`config.mk`:
```
export PLATFORM = sky130hd
export DESIGN_NAME = bg_estimator
export DESIGN_NICKNAME = d
export VERILOG_FILES = /design/src/rtl/bg_pkg.sv /design/src/rtl/bg_channel_stat.sv /design/src/rtl/bg_estimator.sv
export SDC_FILE = /design/constraint.sdc
export NUM_CORES = 1
export LEC_CHECK = 0
export CORE_MARGIN = 2
export CORE_UTILIZATION = 60
export DETAILED_ROUTE_END_ITERATION = 16
export DONT_BUFFER_PORTS = 1
export PLACE_DENSITY = 0.75
export SYNTH_ARGS = -nofsm -noshare
export SYNTH_HDL_FRONTEND = slang
export SYNTH_SLANG_ARGS = --single-unit
```
`constraint.sdc`:
```
create_clock -name Clk -period 6.07 [get_ports Clk]
set_clock_uncertainty 0.15 [all_clocks]
set_input_delay 0.3035 -clock Clk [delete_from_list [all_inputs] [get_ports Clk]]
set_output_delay 0.3035 -clock Clk [all_outputs]
set_load 0.05 [all_outputs]
```
`src/rtl/bg_pkg.sv`:
```
// Shared definitions for the background estimator and the downstream pe stage:
// one-hot state encoding and default widths.
package bg_pkg;

  // Width of the expected-colour bus consumed by pe (red_exp/green_exp/blue_exp).
  localparam int PE_EXP_W         = 9;
  localparam int PIX_W_DEF        = 8;
  localparam int EXP_W_DEF        = PE_EXP_W;
  localparam int LOG2_SAMPLES_DEF = 4;

  // One-hot so the Q indicators come straight off the state flops.
  typedef enum logic [3:0] {
    S_INI  = 4'b0001,
    S_ACC  = 4'b0010,
    S_DIV  = 4'b0100,
    S_DONE = 4'b1000
  } state_t;

endpackage

```
`src/rtl/bg_channel_stat.sv`:
```
// Per-channel statistics: running sum, min/max, rounded mean and spread.
// clr re-arms the sample set, en accepts a sample, fin registers the results.
module bg_channel_stat
  import bg_pkg::*;
#(
  parameter int PIX_W        = PIX_W_DEF,
  parameter int EXP_W        = EXP_W_DEF,
  parameter int LOG2_SAMPLES = LOG2_SAMPLES_DEF
) (
  input  logic             clk,
  input  logic             rst_n,
  input  logic             clr,
  input  logic             en,
  input  logic             fin,
  input  logic [PIX_W-1:0] pix,
  output logic [EXP_W-1:0] exp_val,
  output logic [PIX_W-1:0] spread
);

  localparam int ACC_W = PIX_W + LOG2_SAMPLES;
  // One spare bit so adding the rounding half can never wrap.
  localparam int RND_W = ACC_W + 1;
  localparam logic [RND_W-1:0] HALF = RND_W'(1) << (LOG2_SAMPLES - 1);

  logic [ACC_W-1:0] acc;
  logic [PIX_W-1:0] min_v;
  logic [PIX_W-1:0] max_v;
  logic [RND_W-1:0] rnd_sum;
  logic [RND_W-1:0] quot;
  logic [PIX_W-1:0] mean_sat;

  // NOTE: non-blocking assignments so every register samples pre-edge values.
  always_ff @(posedge clk or negedge rst_n) begin
    if (!rst_n) begin
      acc   <= '0;
      min_v <= '0;
      max_v <= '0;
    end else if (clr) begin
      acc   <= '0;
      min_v <= '1;
      max_v <= '0;
    end else if (en) begin
      acc <= acc + ACC_W'(pix);
      if (pix < min_v) min_v <= pix;
      if (pix > max_v) max_v <= pix;
    end
  end

  always_comb begin
    rnd_sum  = {1'b0, acc} + HALF;
    quot     = rnd_sum >> LOG2_SAMPLES;
    mean_sat = (|quot[RND_W-1:PIX_W]) ? '1 : quot[PIX_W-1:0];
  end

  // Results hold from one DIV to the next; only reset clears them.
  always_ff @(posedge clk or negedge rst_n) begin
    if (!rst_n) begin
      exp_val <= '0;
      spread  <= '0;
    end else if (fin) begin
      exp_val <= EXP_W'(mean_sat);
      spread  <= max_v - min_v;
    end
  end

endmodule

```
`src/rtl/bg_estimator.sv`:
```
// Background estimator: collects 2^LOG2_SAMPLES reference pixels and reports the
// rounded per-channel mean (pe's expected colour) and per-channel spread.
module bg_estimator
  import bg_pkg::*;
#(
  parameter int PIX_W        = PIX_W_DEF,
  parameter int EXP_W        = EXP_W_DEF,
  parameter int LOG2_SAMPLES = LOG2_SAMPLES_DEF
) (
  input  logic             Clk,
  input  logic             Reset,
  input  logic             Start,
  input  logic             Ack,
  input  logic             pix_valid,
  input  logic [PIX_W-1:0] red_in,
  input  logic [PIX_W-1:0] green_in,
  input  logic [PIX_W-1:0] blue_in,
  output logic             pix_ready,
  output logic [EXP_W-1:0] red_exp,
  output logic [EXP_W-1:0] green_exp,
  output logic [EXP_W-1:0] blue_exp,
  output logic [PIX_W-1:0] red_spread,
  output logic [PIX_W-1:0] green_spread,
  output logic [PIX_W-1:0] blue_spread,
  output logic             Done,
  output logic             Qi,
  output logic             Qacc,
  output logic             Qdiv,
  output logic             Qd
);

  state_t                  state;
  state_t                  state_nxt;
  logic [LOG2_SAMPLES-1:0] count;
  logic                    accept;
  logic                    last;
  logic                    clr;
  logic                    fin;

  assign accept = pix_valid && (state == S_ACC);
  // count wraps to 0 on the final sample; INI clears it anyway.
  assign last   = accept && (count == '1);
  assign clr    = (state == S_INI);
  assign fin    = (state == S_DIV);

  always_ff @(posedge Clk or negedge Reset) begin
    if (!Reset) state <= S_INI;
    else        state <= state_nxt;
  end

  // NOTE: default assignment first keeps this combinational block latch-free.
  always_comb begin
    state_nxt = state;
    case (state)
      S_INI:   if (Start) state_nxt = S_ACC;
      S_ACC:   if (last)  state_nxt = S_DIV;
      S_DIV:              state_nxt = S_DONE;
      S_DONE:  if (Ack)   state_nxt = S_INI;
      default:            state_nxt = S_INI;
    endcase
  end

  // Outputs are taken directly from the one-hot state flops.
  always_comb begin
    Qi        = state[0];
    Qacc      = state[1];
    Qdiv      = state[2];
    Qd        = state[3];
    pix_ready = state[1];
    Done      = state[3];
  end

  always_ff @(posedge Clk or negedge Reset) begin
    if (!Reset)      count <= '0;
    else if (clr)    count <= '0;
    else if (accept) count <= count + LOG2_SAMPLES'(1);
  end

  bg_channel_stat #(.PIX_W(PIX_W), .EXP_W(EXP_W), .LOG2_SAMPLES(LOG2_SAMPLES)) u_red (
    .clk(Clk), .rst_n(Reset), .clr(clr), .en(accept), .fin(fin),
    .pix(red_in), .exp_val(red_exp), .spread(red_spread)
  );

  bg_channel_stat #(.PIX_W(PIX_W), .EXP_W(EXP_W), .LOG2_SAMPLES(LOG2_SAMPLES)) u_green (
    .clk(Clk), .rst_n(Reset), .clr(clr), .en(accept), .fin(fin),
    .pix(green_in), .exp_val(green_exp), .spread(green_spread)
  );

  bg_channel_stat #(.PIX_W(PIX_W), .EXP_W(EXP_W), .LOG2_SAMPLES(LOG2_SAMPLES)) u_blue (
    .clk(Clk), .rst_n(Reset), .clr(clr), .en(accept), .fin(fin),
    .pix(blue_in), .exp_val(blue_exp), .spread(blue_spread)
  );

endmodule

```
==> out/summary.log <==
[run_status] status finished clean
[flow_run] max-capacitance violation count 0
[worst_setup_path] CP peak stage delay 810 ps
[pwr] sequential share of power 35.1%
[routing] 1st-pass router iterations 5
[die] initial standard-cell utilization of the core 61.5%
[routing] routed wire length 20200 um
[worst_setup_path] arrival time of the worst setup path 3320 ps
[clock_tree] clock tree buffer depth 2
[timing] setup TNS 0 ps
[synth] most common flop cell mapped by yosys sky130_fd_sc_hd__dfrtp_1
[clock_tree] Skew-Pair Late Insertion Delay 430 ps
[pwr] internal power summed over all cells 2.17 mW
[min_path] Hold WC Path Type in -> reg
[synth] number of instances in the synthesized netlist 944
[synth] part of the Yosys area used for sequential elements 39.1%
[global_routing] antenna violations before repair 0
[timing] final worst setup slack 2890 ps
[timing] Hold Violations, Final 0
[clock_tree] clock tree sinks 140
[clock_tree] cell at the root of the clock tree sky130_fd_sc_hd__clkbuf_16
[placed_design] IO buf count 0
[cells_and_area] antenna cells 0
[timing] worst hold slack across all endpoints 27.3 ps
[global_routing] number of global-route vias before repair 6724
[worst_setup_path] startpoint kind of the worst setup timing path flip-flop
[timing] min cycle time layout 3180 ps
[synth] Synth top area share 38.8%
[clock_tree] clock input transition at the sequential cells of the worst setup and hold paths 60 ps
[synth] Synth Warn # 0
[clock_tree] number of buffers created by CTS 17
[worst_setup_path] top fanout value on the critical path 54
[clock_tree] clock tree from TritonCTS yes
[placed_design] half-perimeter wire length after placement 13100 um
[die] core footprint 14600 um2
[timing] number of slew-limit violations in the final report 0
[worst_setup_path] FF-to-FF Start state[3]$_DFFE_PN0P_
[routing] via/cell ratio 5.85
[synth] Netlist Area Pre-Place 8970 um2
[cells_and_area] layout-stage area growth over the synthesis result 11.8%
[synth] number of flops mapped to enable cells by yosys 0
[cells_and_area] layout cells sized above 1 7.59%
[placed_design] worst setup timing slack at the placement stage 2910 ps
[worst_setup_path] Setup Crit Path Kind reg -> reg
[synth] post-synthesis register bit count 140
[synth] Synth async-reset ratio 100%
[worst_setup_path] termination of the worst setup path u_green.min_v[5]$_DFFE_PN0P_
[pwr] Leak 4.89 nW
[timing] Max-Slew Margin vs Limit 26.0%
[worst_setup_path] launching instance or port of the critical path state[3]$_DFFE_PN0P_
[pwr] portion of total power attributed to the clock network 34.7%
[cells_and_area] most common library cell in the layout ignoring fill and taps sky130_fd_sc_hd__dfrtp_1
[synth] top cell type by total area after synthesis sky130_fd_sc_hd__dfrtp_1
[routing] total DRC errors in the routed layout 0
[timing] final setup violation count 0
[timing] setup repair after global routing missed its margin no
[timing] Period Utilization, post-route 52.4%
[global_routing] residual overflow from global routing 0
[timing] Worst-Margin Slew 1110 ps
[clock_tree] post-CTS setup buffer count 0
[pwr] sw power 1.14 mW
[cells_and_area] nets 1091
[synth] post-synthesis area per instance 9.50 um2
[clock_tree] number of H-tree branching levels 4
[pwr] combinational share of power 30.3%
[die] die area 15900 um2
[pwr] Sw Share 34.4%
[die] Die Span X 126 um
[routing] detailed router's first-iteration violation count 346
[worst_setup_path] setup slack on the worst flop-to-flop path 2890 ps
[global_routing] wire length of the first global-routing pass 33400 um
[pwr] maximum vdd drop 0.236 mV
[worst_setup_path] slowest stage cell, crit path sky130_fd_sc_hd__dfrtp_1
[global_routing] Overall Global Routing Usage 26.6%
[synth] most area-consuming cells after synthesis sky130_fd_sc_hd__dfrtp_1 (39%), sky130_fd_sc_hd__ha_1 (13%), sky130_fd_sc_hd__nand2_1 (3.9%)
[worst_setup_path] Critical Path End Type flip-flop
[die] cell row count 44
[die] top-level I/O count 86
[cells_and_area] most frequent cells in the layout sky130_fd_sc_hd__dfrtp_1 (139), sky130_fd_sc_hd__ha_1 (94), sky130_fd_sc_hd__nand2_1 (93), sky130_fd_sc_hd__nor2_1 (73), sky130_fd_sc_hd__inv_1 (67)
[pwr] ratio of total power to cell area 330 nW/um2
[global_routing] pin count of the biggest net entering global routing 141
[routing] post-detailed-route wirelength per cell 17.4 um
[synth] distinct cell type count after synthesis 60
[worst_setup_path] critical-path cell list nor2_2, nand3_4, a2111oi_4, o31ai_4, mux2i_1, nand2_1
[worst_setup_path] reg-to-reg critical path endpoint u_green.min_v[5]$_DFFE_PN0P_
[placed_design] global placer's final weighted congestion 0.894
[routing] Via Count 6778
[cells_and_area] largest registers in the final layout u_blue.acc x12, u_green.acc x12, u_red.acc x12
[routing] antenna-violating nets left 0
[die] vertical die dimension 126 um
[worst_setup_path] required time of the worst setup path 6210 ps
[worst_setup_path] logic depth of the worst register-to-register path 6
[cells_and_area] Filler Cell Count 1110
[timing] Highest Clock Rate 314 MHz
[how the worst min path moves through the flow]
| stage | endpoint | startpoint | cells after the start |
|---|---|---|---|
| floorplan | count[0]$_DFFE_PN0P_ | Reset | 0 |
| global placement | u_red.spread[5]$_DFFE_PN0P_ | Reset | 0 |
| detailed placement | u_red.spread[5]$_DFFE_PN0P_ | Reset | 0 |
| CTS | state[1]$_DFFE_PN0P_ | Start | 3 |
| global route | state[1]$_DFFE_PN0P_ | Start | 3 |
| finish | state[1]$_DFFE_PN0P_ | Start | 3 |
[layout make-up]
| class | count | area (um2) | share of cell area, % |
|---|---|---|---|
| clock inverter | 12 | 193 | 1.92 |
| clock buffer | 20 | 457 | 4.56 |
| multi-input combinational | 704 | 5060 | 50.5 |
| tap | 184 | 230 | 2.30 |
| timing repair buffer | 32 | 325 | 3.24 |
| inverter | 67 | 251 | 2.51 |
| sequential | 140 | 3500 | 35.0 |
[timing repair]
action,4_1_cts,5_1_grt
hold buffers,27,0
resized for setup,0,0
endpoints found under the setup margin,0,0
hold endpoints to repair,189,0
[per-stage QoR]
stage                     power (mW)  std cells  utilization, %  instance area, um2
after floorplan                 1.92        946               -                8980
after global placement          2.10       1100            62.3                9090
after detailed placement        2.12       1100            62.3                9090
after CTS                       3.32       1159            68.7               10000
after global routing            3.50       1159            68.7               10000
final                           3.31       1159            68.7               10000
[worst max-delay path: cells and delay by family, from the launching register on]
family	cells	cell delay [ps]
compound gates	2	800
flops	1	810
mux	1	230
simple gates	3	1020
[power by group through the flow]
stage          clock network [mW]  registers (mW)  logic (mW)
3_3_place_gp                    0            1.17       0.927
3_5_place_dp                    0            1.17       0.944
5_1_grt                      1.20            1.18        1.12
4_1_cts                      1.16            1.16       0.999
6_report                     1.15            1.16        1.00
2_1_floorplan                   0            1.15       0.774
[metal layers]
| metal | wire, um | global-route usage (%) |
|---|---|---|
| met4 | 573 | 11.0 |
| met3 | 881 | 5.82 |
| met1 | 9320 | 35.7 |
| met2 | 9390 | 42.1 |
| met5 | 0 | 0 |
[logic make-up (layout without fill, tap and decap cells)]
group,Yosys count,in the layout,synth area share [%]
AND/OR/NAND/NOR,300,300,16.2
AO/OA/AOI/OAI,198,198,14.5
flip-flops,140,140,39.1
buffers and inverters,102,131,4.73
adder cells (fa/ha/maj),100,100,14.4
XOR/XNOR,57,57,5.56
multiplexers,46,46,5.38
other,1,3,0.0418
[cells in the mapped netlist (5+ instances only)]
| cell | n |
|---|---|
| sky130_fd_sc_hd__fa_1 | 6 |
| sky130_fd_sc_hd__nand4_1 | 10 |
| sky130_fd_sc_hd__nor2_1 | 73 |
| sky130_fd_sc_hd__o21ai_1 | 6 |
| sky130_fd_sc_hd__nor3_1 | 8 |
| sky130_fd_sc_hd__inv_1 | 67 |
| sky130_fd_sc_hd__o31ai_1 | 7 |
| sky130_fd_sc_hd__o21a_1 | 9 |
| sky130_fd_sc_hd__a211oi_1 | 6 |
| sky130_fd_sc_hd__o211ai_1 | 11 |
| sky130_fd_sc_hd__mux2_2 | 18 |
| sky130_fd_sc_hd__ha_1 | 94 |
| sky130_fd_sc_hd__nand2_1 | 93 |
| sky130_fd_sc_hd__dfrtp_1 | 139 |
| sky130_fd_sc_hd__nor2b_1 | 14 |
| sky130_fd_sc_hd__a21oi_1 | 62 |
| sky130_fd_sc_hd__o21ai_0 | 60 |
| sky130_fd_sc_hd__nand3_1 | 49 |
| sky130_fd_sc_hd__xnor2_1 | 29 |
| sky130_fd_sc_hd__nand2b_1 | 12 |
| sky130_fd_sc_hd__a21o_1 | 13 |
| sky130_fd_sc_hd__nand3b_1 | 5 |
| sky130_fd_sc_hd__clkbuf_1 | 23 |
| sky130_fd_sc_hd__xor2_1 | 28 |
| sky130_fd_sc_hd__mux2i_1 | 28 |
| sky130_fd_sc_hd__and3_1 | 8 |
| sky130_fd_sc_hd__buf_4 | 6 |
Note: power is estimated with default switching activity, not from simulation.
